## src/rtl/mcpu_pkg.sv

```systemverilog
// Shared definitions for the mcpu bus peripherals.
// Contents:
//   UART_BASE_DEFAULT   default base address of the UART window
//   UART_DATA/UART_STAT register offsets inside the window
//   STAT_*              bit positions inside the STATUS byte
//   uart_state_t        transmitter FSM state encoding
//   uart_pack_status    assembles the STATUS byte from its flags
package mcpu_pkg;

    localparam logic [15:0] UART_BASE_DEFAULT = 16'hFF00;

    localparam logic [15:0] UART_DATA = 16'h0000;
    localparam logic [15:0] UART_STAT = 16'h0001;

    localparam int STAT_BUSY  = 0;
    localparam int STAT_FULL  = 1;
    localparam int STAT_EMPTY = 2;
    localparam int STAT_OVF   = 3;

    typedef enum logic [1:0] {
        ST_IDLE  = 2'd0,
        ST_START = 2'd1,
        ST_DATA  = 2'd2,
        ST_STOP  = 2'd3
    } uart_state_t;

    function automatic logic [7:0] uart_pack_status(
        input logic ovf,
        input logic empty,
        input logic full,
        input logic busy
    );
        logic [7:0] st;
        st             = 8'h00;
        st[STAT_OVF]   = ovf;
        st[STAT_EMPTY] = empty;
        st[STAT_FULL]  = full;
        st[STAT_BUSY]  = busy;
        return st;
    endfunction

endpackage

```

## src/rtl/sync_fifo.sv

```systemverilog
// Single-clock FIFO with synchronous active-high reset.
// A push while full is accepted only if a pop happens in the same cycle.
// A pop while empty is ignored. dout shows the head entry combinationally.
// Ports:
//   clk, rst      clock and synchronous reset
//   push, din     write request and data
//   pop, dout     read request and head data
//   full, empty   occupancy flags
//   count         number of stored entries
module sync_fifo #(
    parameter int WIDTH = 8,
    parameter int DEPTH = 4
) (
    input  logic                       clk,
    input  logic                       rst,
    input  logic                       push,
    input  logic                       pop,
    input  logic [WIDTH-1:0]           din,
    output logic [WIDTH-1:0]           dout,
    output logic                       full,
    output logic                       empty,
    output logic [$clog2(DEPTH):0]     count
);

    localparam int AW = (DEPTH > 1) ? $clog2(DEPTH) : 1;
    localparam int CW = $clog2(DEPTH) + 1;

    logic [WIDTH-1:0] mem_r [DEPTH];
    logic [AW-1:0]    wr_ptr_r;
    logic [AW-1:0]    rd_ptr_r;
    logic [CW-1:0]    count_r;
    logic             do_push_s;
    logic             do_pop_s;

    assign full  = (count_r == CW'(DEPTH));
    assign empty = (count_r == {CW{1'b0}});
    assign count = count_r;
    assign dout  = mem_r[rd_ptr_r];

    // Qualify requests: pop needs data, push needs room or a simultaneous pop.
    always_comb begin
        do_pop_s  = 1'b0;
        do_push_s = 1'b0;
        if (pop && !empty) begin
            do_pop_s = 1'b1;
        end else begin
            do_pop_s = 1'b0;
        end
        if (push && (!full || do_pop_s)) begin
            do_push_s = 1'b1;
        end else begin
            do_push_s = 1'b0;
        end
    end

    // Storage array; contents need no reset since count gates visibility.
    always_ff @(posedge clk) begin
        if (do_push_s) begin
            mem_r[wr_ptr_r] <= din;
        end
    end

    // Pointers wrap naturally because DEPTH is a power of two.
    always_ff @(posedge clk) begin
        if (rst) begin
            wr_ptr_r <= {AW{1'b0}};
            rd_ptr_r <= {AW{1'b0}};
            count_r  <= {CW{1'b0}};
        end else begin
            if (do_push_s) begin
                wr_ptr_r <= wr_ptr_r + AW'(1);
            end
            if (do_pop_s) begin
                rd_ptr_r <= rd_ptr_r + AW'(1);
            end
            case ({do_push_s, do_pop_s})
                2'b10:   count_r <= count_r + CW'(1);
                2'b01:   count_r <= count_r - CW'(1);
                default: count_r <= count_r;
            endcase
        end
    end

endmodule

```

## src/rtl/uart_tx_mmio.sv

```systemverilog
// Memory-mapped 8N1 UART transmitter on the CPU data bus.
// Offset 0 (DATA) queues a byte; offset 1 (STATUS) reads {4'b0,ovf,empty,full,busy}
// and any write to it clears the sticky overflow flag.
// Ports:
//   clk, rst   clock, synchronous active-high reset
//   address    CPU bus address
//   din        CPU write data
//   read       1 = read cycle, 0 = write cycle
//   dout       combinational read data, 8'h00 when not selected
//   sel        combinational window hit, used by the top level for read muxing
//   txd        registered serial output, idles high
module uart_tx_mmio
    import mcpu_pkg::*;
#(
    parameter logic [15:0] BASE  = UART_BASE_DEFAULT,
    parameter int          DIV   = 16,
    parameter int          DEPTH = 4
) (
    input  logic        clk,
    input  logic        rst,
    input  logic [15:0] address,
    input  logic [7:0]  din,
    input  logic        read,
    output logic [7:0]  dout,
    output logic        sel,
    output logic        txd
);

    localparam int BW = (DIV > 1) ? $clog2(DIV) : 1;
    localparam int CW = $clog2(DEPTH) + 1;
    localparam logic [BW-1:0] BAUD_LAST = BW'(DIV - 1);

    // Bus decode
    logic [15:0]  offset_s;
    logic         wr_s;
    logic         wr_first_s;
    logic         push_s;
    logic         ovf_clr_s;
    logic         ovf_set_s;
    logic         wr_prev_r;
    logic [15:0]  addr_prev_r;
    logic         ovf_r;
    logic [7:0]   status_s;

    // FIFO
    logic [7:0]    fifo_dout_s;
    logic          fifo_full_s;
    logic          fifo_empty_s;
    logic [CW-1:0] fifo_count_s;
    logic          has_data_s;

    // Transmitter
    uart_state_t   state_r;
    uart_state_t   state_n;
    logic [BW-1:0] baud_r;
    logic [BW-1:0] baud_n;
    logic [2:0]    bit_r;
    logic [2:0]    bit_n;
    logic [7:0]    shift_r;
    logic [7:0]    shift_n;
    logic          txd_r;
    logic          txd_n;
    logic          pop_s;
    logic          baud_last_s;

    assign offset_s = address - BASE;
    assign sel      = (offset_s[15:1] == 15'd0);
    assign wr_s     = sel & ~read;

    // A held write repeats the same strobe and address; only its first cycle counts.
    assign wr_first_s = wr_s & ~(wr_prev_r & (addr_prev_r == address));
    assign push_s     = wr_first_s & (offset_s == UART_DATA);
    assign ovf_clr_s  = wr_first_s & (offset_s == UART_STAT);
    assign ovf_set_s  = push_s & fifo_full_s & ~pop_s;

    assign has_data_s  = (fifo_count_s != {CW{1'b0}});
    assign baud_last_s = (baud_r == BAUD_LAST);
    assign status_s    = uart_pack_status(ovf_r, fifo_empty_s, fifo_full_s,
                                          (state_r != ST_IDLE));
    assign txd         = txd_r;

    sync_fifo #(
        .WIDTH (8),
        .DEPTH (DEPTH)
    ) u_fifo (
        .clk   (clk),
        .rst   (rst),
        .push  (push_s),
        .pop   (pop_s),
        .din   (din),
        .dout  (fifo_dout_s),
        .full  (fifo_full_s),
        .empty (fifo_empty_s),
        .count (fifo_count_s)
    );

    // Read data mux: only a STATUS read returns non-zero data.
    always_comb begin
        dout = 8'h00;
        if (sel && read && (offset_s == UART_STAT)) begin
            dout = status_s;
        end else begin
            dout = 8'h00;
        end
    end

    // Previous-cycle strobe/address copy and sticky overflow flag.
    always_ff @(posedge clk) begin
        if (rst) begin
            wr_prev_r   <= 1'b0;
            addr_prev_r <= 16'h0000;
            ovf_r       <= 1'b0;
        end else begin
            wr_prev_r   <= wr_s;
            addr_prev_r <= address;
            if (ovf_clr_s) begin
                ovf_r <= 1'b0;
            end else if (ovf_set_s) begin
                ovf_r <= 1'b1;
            end else begin
                ovf_r <= ovf_r;
            end
        end
    end

    // Transmitter next-state: baud counter restarts at every state or bit change.
    always_comb begin
        state_n = state_r;
        baud_n  = baud_r;
        bit_n   = bit_r;
        shift_n = shift_r;
        pop_s   = 1'b0;
        case (state_r)
            ST_IDLE: begin
                if (has_data_s) begin
                    pop_s   = 1'b1;
                    shift_n = fifo_dout_s;
                    baud_n  = {BW{1'b0}};
                    state_n = ST_START;
                end else begin
                    state_n = ST_IDLE;
                end
            end
            ST_START: begin
                if (baud_last_s) begin
                    baud_n  = {BW{1'b0}};
                    bit_n   = 3'd0;
                    state_n = ST_DATA;
                end else begin
                    baud_n = baud_r + BW'(1);
                end
            end
            ST_DATA: begin
                if (baud_last_s) begin
                    baud_n = {BW{1'b0}};
                    if (bit_r == 3'd7) begin
                        state_n = ST_STOP;
                    end else begin
                        bit_n   = bit_r + 3'd1;
                        shift_n = {1'b0, shift_r[7:1]};
                    end
                end else begin
                    baud_n = baud_r + BW'(1);
                end
            end
            ST_STOP: begin
                if (baud_last_s) begin
                    baud_n = {BW{1'b0}};
                    // Chain directly into the next start bit to avoid an idle gap.
                    if (has_data_s) begin
                        pop_s   = 1'b1;
                        shift_n = fifo_dout_s;
                        state_n = ST_START;
                    end else begin
                        state_n = ST_IDLE;
                    end
                end else begin
                    baud_n = baud_r + BW'(1);
                end
            end
            default: begin
                state_n = ST_IDLE;
                baud_n  = {BW{1'b0}};
                bit_n   = 3'd0;
            end
        endcase
    end

    // Line level derived from the state being entered so txd is a clean flop output.
    always_comb begin
        txd_n = 1'b1;
        case (state_n)
            ST_START: txd_n = 1'b0;
            ST_DATA:  txd_n = shift_n[0];
            default:  txd_n = 1'b1;
        endcase
    end

    // Transmitter state register.
    always_ff @(posedge clk) begin
        if (rst) begin
            state_r <= ST_IDLE;
            baud_r  <= {BW{1'b0}};
            bit_r   <= 3'd0;
            shift_r <= 8'h00;
            txd_r   <= 1'b1;
        end else begin
            state_r <= state_n;
            baud_r  <= baud_n;
            bit_r   <= bit_n;
            shift_r <= shift_n;
            txd_r   <= txd_n;
        end
    end

endmodule

```

## config.mk

```make
export PLATFORM = sky130hd
export DESIGN_NAME = uart_tx_mmio
export DESIGN_NICKNAME = d
export VERILOG_FILES = /design/src/rtl/mcpu_pkg.sv /design/src/rtl/sync_fifo.sv /design/src/rtl/uart_tx_mmio.sv
export SDC_FILE = /design/constraint.sdc
export NUM_CORES = 1
export LEC_CHECK = 0
export CORE_ASPECT_RATIO = 0.6
export CORE_MARGIN = 8
export CORE_UTILIZATION = 56
export DETAILED_ROUTE_END_ITERATION = 8
export PLACE_DENSITY = 0.78
export SKIP_CTS_REPAIR_TIMING = 1
export SYNTH_ARGS = -nofsm -noshare
export SYNTH_HDL_FRONTEND = slang
export SYNTH_SLANG_ARGS = --single-unit
```

## constraint.sdc

```tcl
create_clock -name clk -period 3.6 [get_ports clk]
set_input_delay 0.36 -clock clk [delete_from_list [all_inputs] [get_ports clk]]
set_output_delay 0.36 -clock clk [all_outputs]
set_load 0.02 [all_outputs]
```

==> insert_results.sql, run 1 <==
INSERT INTO impl_metrics (metric_group, metric, value, unit) VALUES
('sta', 'max-slew-margin-rel', '51.7', '%'),
('sta', 'timing.final.crit_period', '3.39', 'ns'),
('synthesis', 'synth-async-reset-ratio', '0', '%'),
('synthesis', 'syn-mean-instance-area', '11.6', 'um^2'),
('worst_setup_path', 'worst_setup_path_end_kind', 'output pin', ''),
('synthesis', 'synth_top_cells_by_area', 'edfxtp_1 27%, dfxtp_1 25%, ha_1 5.5%', ''),
('synthesis', 'synth-compound-area-share', '10.0', '%'),
('synthesis', 'yosysWarnings', '0', ''),
('cts', 'worst_setup_hold_path_clk_slew', '0.08', 'ns'),
('min_path', 'timing.hold.worst.start', 'shift_r[7]', ''),
('min_path', 'worstHoldPathCells', '2', ''),
('synthesis', 'synth.yosys.seq_area_share', '51.6', '%'),
('worst_setup_path', 'rrSetupSlack', '0.52', 'ns'),
('synthesis', 'synth_edf_count', '32', ''),
('sta', 'finalClockSkew', '0.0111', 'ns'),
('synthesis', 'yosys.area_share.simple', '17.3', '%'),
('sta', 'fin_worst_setup_slack', '0.208', 'ns'),
('synthesis', 'synth-main-ff-cell', 'dfxtp_1', ''),
('floorplan', 'fp-row-count', '22', ''),
('sta', 'fin_hold_ws', '0.491', 'ns'),
('power', 'total_leakage_power', '0.00159', 'uW'),
('place', 'detailed_place_hpwl', '5200', 'um'),
('worst_setup_path', 'worst_r2r_startpoint', 'state_r[0]', ''),
('sta', 'slew_violations', '0', ''),
('routing', 'finalWirelength', '7140', 'um'),
('cells_and_area', 'final_layout_size_suffix_gt1_share', '12.0', '%'),
('synthesis', 'largest_family_of_logic_cells_by_synthesized_area', 'simple AND/OR/NAND/NOR gates', ''),
('place', 'pre_cts_slack', '0.150', 'ns'),
('routing', 'route.detailed.drc', '0', ''),
('job', 'cap_violations', '0', ''),
('cts', 'cts_root_buffer', 'clkbuf_8', ''),
('cts', 'cts.path.max_buffers', '2', ''),
('worst_setup_path', 'arrival', '3.03', 'ns'),
('floorplan', 'io_pins', '37', ''),
('routing', 'route.antenna.remaining_nets', '0', ''),
('sta', 'final_number_of_setup_violating_endpoints', '0', ''),
('routing', 'drt_pass1_iterations', '6', ''),
('cts', 'clock_insertion_delay_worst_skew', '0.36', 'ns'),
('worst_setup_path', 'critPathRequiredTime', '3.24', 'ns'),
('power', 'vdd.ir_drop.worst', '0.222', 'mV'),
('floorplan', 'die_area', '0.00936', 'mm^2'),
('floorplan', 'initial_core_util', '58.6', '%'),
('cts', 'cts_inserted_buffers', '9', ''),
('routing', 'route.detailed.wl_per_inst', '16.1', 'um'),
('place', 'placement.io_buffers', '32', ''),
('sta', 'fmaxAchievable', '295', 'MHz'),
('cells_and_area', 'final_util', '68.9', '%'),
('global_route', 'grt_pass1_vias', '2378', ''),
('power', 'power_per_cell_area', '391', 'mW/mm^2'),
('sta', 'final_min_period_over_clock_period', '94.2', '%'),
('synthesis', 'yosys.area_share.xor_xnor', '5.09', '%'),
('worst_setup_path', 'critPathMaxFanout', '4', ''),
('cts', 'tritoncts_clock_tree', 'done', ''),
('synthesis', 'leading_cell_type_by_number_of_instances_after_synthesis', 'dfxtp_1', ''),
('sta', 'grt_setup_unrepaired', 'no', ''),
('worst_setup_path', 'worst-r2r-cell-count', '14', ''),
('outcome', 'outcome', 'finished, final reports clean', ''),
('global_route', 'antenna_found_initial', '0', ''),
('synthesis', 'ys_ff_latch', '77', ''),
('synthesis', 'synthMuxAreaShare', '6.93', '%'),
('min_path', 'whs_endpoint', 'shift_r[7]', ''),
('synthesis', 'ys_types', '58', ''),
('cts', 'cts.htree.levels', '3', ''),
('cells_and_area', 'antenna_cells_inserted', '0', ''),
('sta', 'timing.final.hold_violations', '0', ''),
('synthesis', 'ys_top_cells_by_count', '45 x dfxtp_1, 32 x edfxtp_1, 28 x nor2_1', ''),
('cells_and_area', 'finalNetCount', '397', ''),
('min_path', 'worstHoldPathType', 'flip-flop to flip-flop', ''),
('worst_setup_path', 'worst-setup-path-type', 'input pin to output pin', ''),
('floorplan', 'chipHeight', '78.2', 'um'),
('global_route', 'grt_start_max_net_pins', '33', '');
-- where the power goes --
| part | switching (uW) | internal, uW | total [uW] |
|---|---|---|---|
| logic | 46.9 | 47.3 | 94.2 |
| registers | 4.17 | 916 | 920 |
| clock network | 368 | 279 | 647 |
| total | 419 | 1240 | 1660 |
-- stage by stage --
stage	cells	power [uW]	instance area (um^2)
after floorplan	315	981	3620
after global placement	426	1030	4040
after detailed placement	426	1030	4040
after CTS	442	1680	4250
after global routing	442	1730	4250
final	442	1660	4250
-- layer usage --
layer / up-vias / share of wire [%] / GRT usage, %
met2: 56 / 43 / 23.2
met3: 10 / 4.9 / 4.93
met1: 1141 / 51 / 22.4
met4: 0 / 1.0 / 3.72
met5: - / 0 / 0
li1: 1219 / - / -
-- kinds of logic (layout without fill, tap and decap cells) --
logic type	after synthesis	count (layout)
AND/OR/NAND/NOR	107	107
flip-flops	77	77
AO/OA/AOI/OAI	52	52
buffers and inverters	22	65
XOR/XNOR	21	21
adder cells (fa/ha/maj)	17	17
multiplexers	15	15
other	1	4
-- how the worst max path moves through the flow --
stage               slack (ns)              end  cells after the start       start
floorplan                 0.61  u_fifo.count[2]                     14  state_r[0]
global placement          0.23          dout[3]                      8  address[1]
detailed placement        0.15  u_fifo.count[2]                     14  address[8]
CTS                       0.19          dout[3]                      8  address[1]
global route              0.04          dout[3]                      8  address[1]
finish                    0.21          dout[3]                      8  address[1]
-- layout make-up --
type	instances	area [um^2]	share of cell area (%)
Timing Repair Buffer	41	388	9.14
Sequential cell	77	1860	43.9
Tap cell	84	105	2.48
Inverter	8	30.0	0.707
Clock inverter	7	81.3	1.92
Multi-Input combinational cell	216	1660	39.0
Clock buffer	9	124	2.92
-- worst max-delay path, cell delays in order --
cell	delay, ns
clkdlybuf4s50_1	0.45
or4_4	0.57
nor4_4	0.15
o21ai_2	0.10
a2111oi_4	0.33
and3_1	0.27
and2_1	0.17
clkdlybuf4s50_1	0.63
-- registers in the layout (all words and copies together), names as in the netlist, 2 cells and up, named ones only --
name,count
state_r,2
bit_r,3
addr_prev_r,16
u_fifo.rd_ptr_r,2
shift_r,8
u_fifo.count,3
baud_r,4
u_fifo.mem_r,32
u_fifo.wr_ptr_r,2
-- layout by cell type (no fill, tap or decap), types with 2 or more instances in the layout --
master / Yosys / routed
nand2_1: 13 / 13
conb_1: 1 / 4
inv_1: 8 / 8
nor3_1: 5 / 5
and2_1: 4 / 4
mux2i_1: 7 / 7
and4b_1: 2 / 2
nand3_1: 4 / 4
a31oi_1: 3 / 3
nor2b_1: 18 / 18
nor3b_1: 2 / 2
a22oi_1: 4 / 4
nor2_1: 28 / 28
and3_1: 9 / 9
inv_8: 0 / 2
inv_6: 0 / 3
xor2_1: 19 / 19
a21o_1: 3 / 3
clkinv_8: 0 / 2
buf_4: 4 / 9
ha_1: 16 / 16
o21ai_0: 12 / 12
a22o_1: 6 / 6
nor3b_2: 2 / 2
edfxtp_1: 32 / 32
nor4_1: 5 / 5
a21oi_1: 12 / 12
mux4_2: 8 / 8
clkbuf_8: 0 / 9
xnor2_1: 2 / 2
dfxtp_1: 45 / 45
clkdlybuf4s50_1: 0 / 32
Note: power is estimated with default switching activity, not from simulation.
==> run 2: changes to the inputs <==
--- a/config.mk
+++ b/config.mk
@@ -9,6 +9,7 @@
 export CORE_MARGIN = 8
 export CORE_UTILIZATION = 56
 export DETAILED_ROUTE_END_ITERATION = 8
+export GPL_ROUTABILITY_DRIVEN = 1
 export PLACE_DENSITY = 0.78
 export SKIP_CTS_REPAIR_TIMING = 1
 export SYNTH_ARGS = -nofsm -noshare
==> results of run 2 <==
Same layout as run 1: the final DEF is identical, and so are final timing and power.
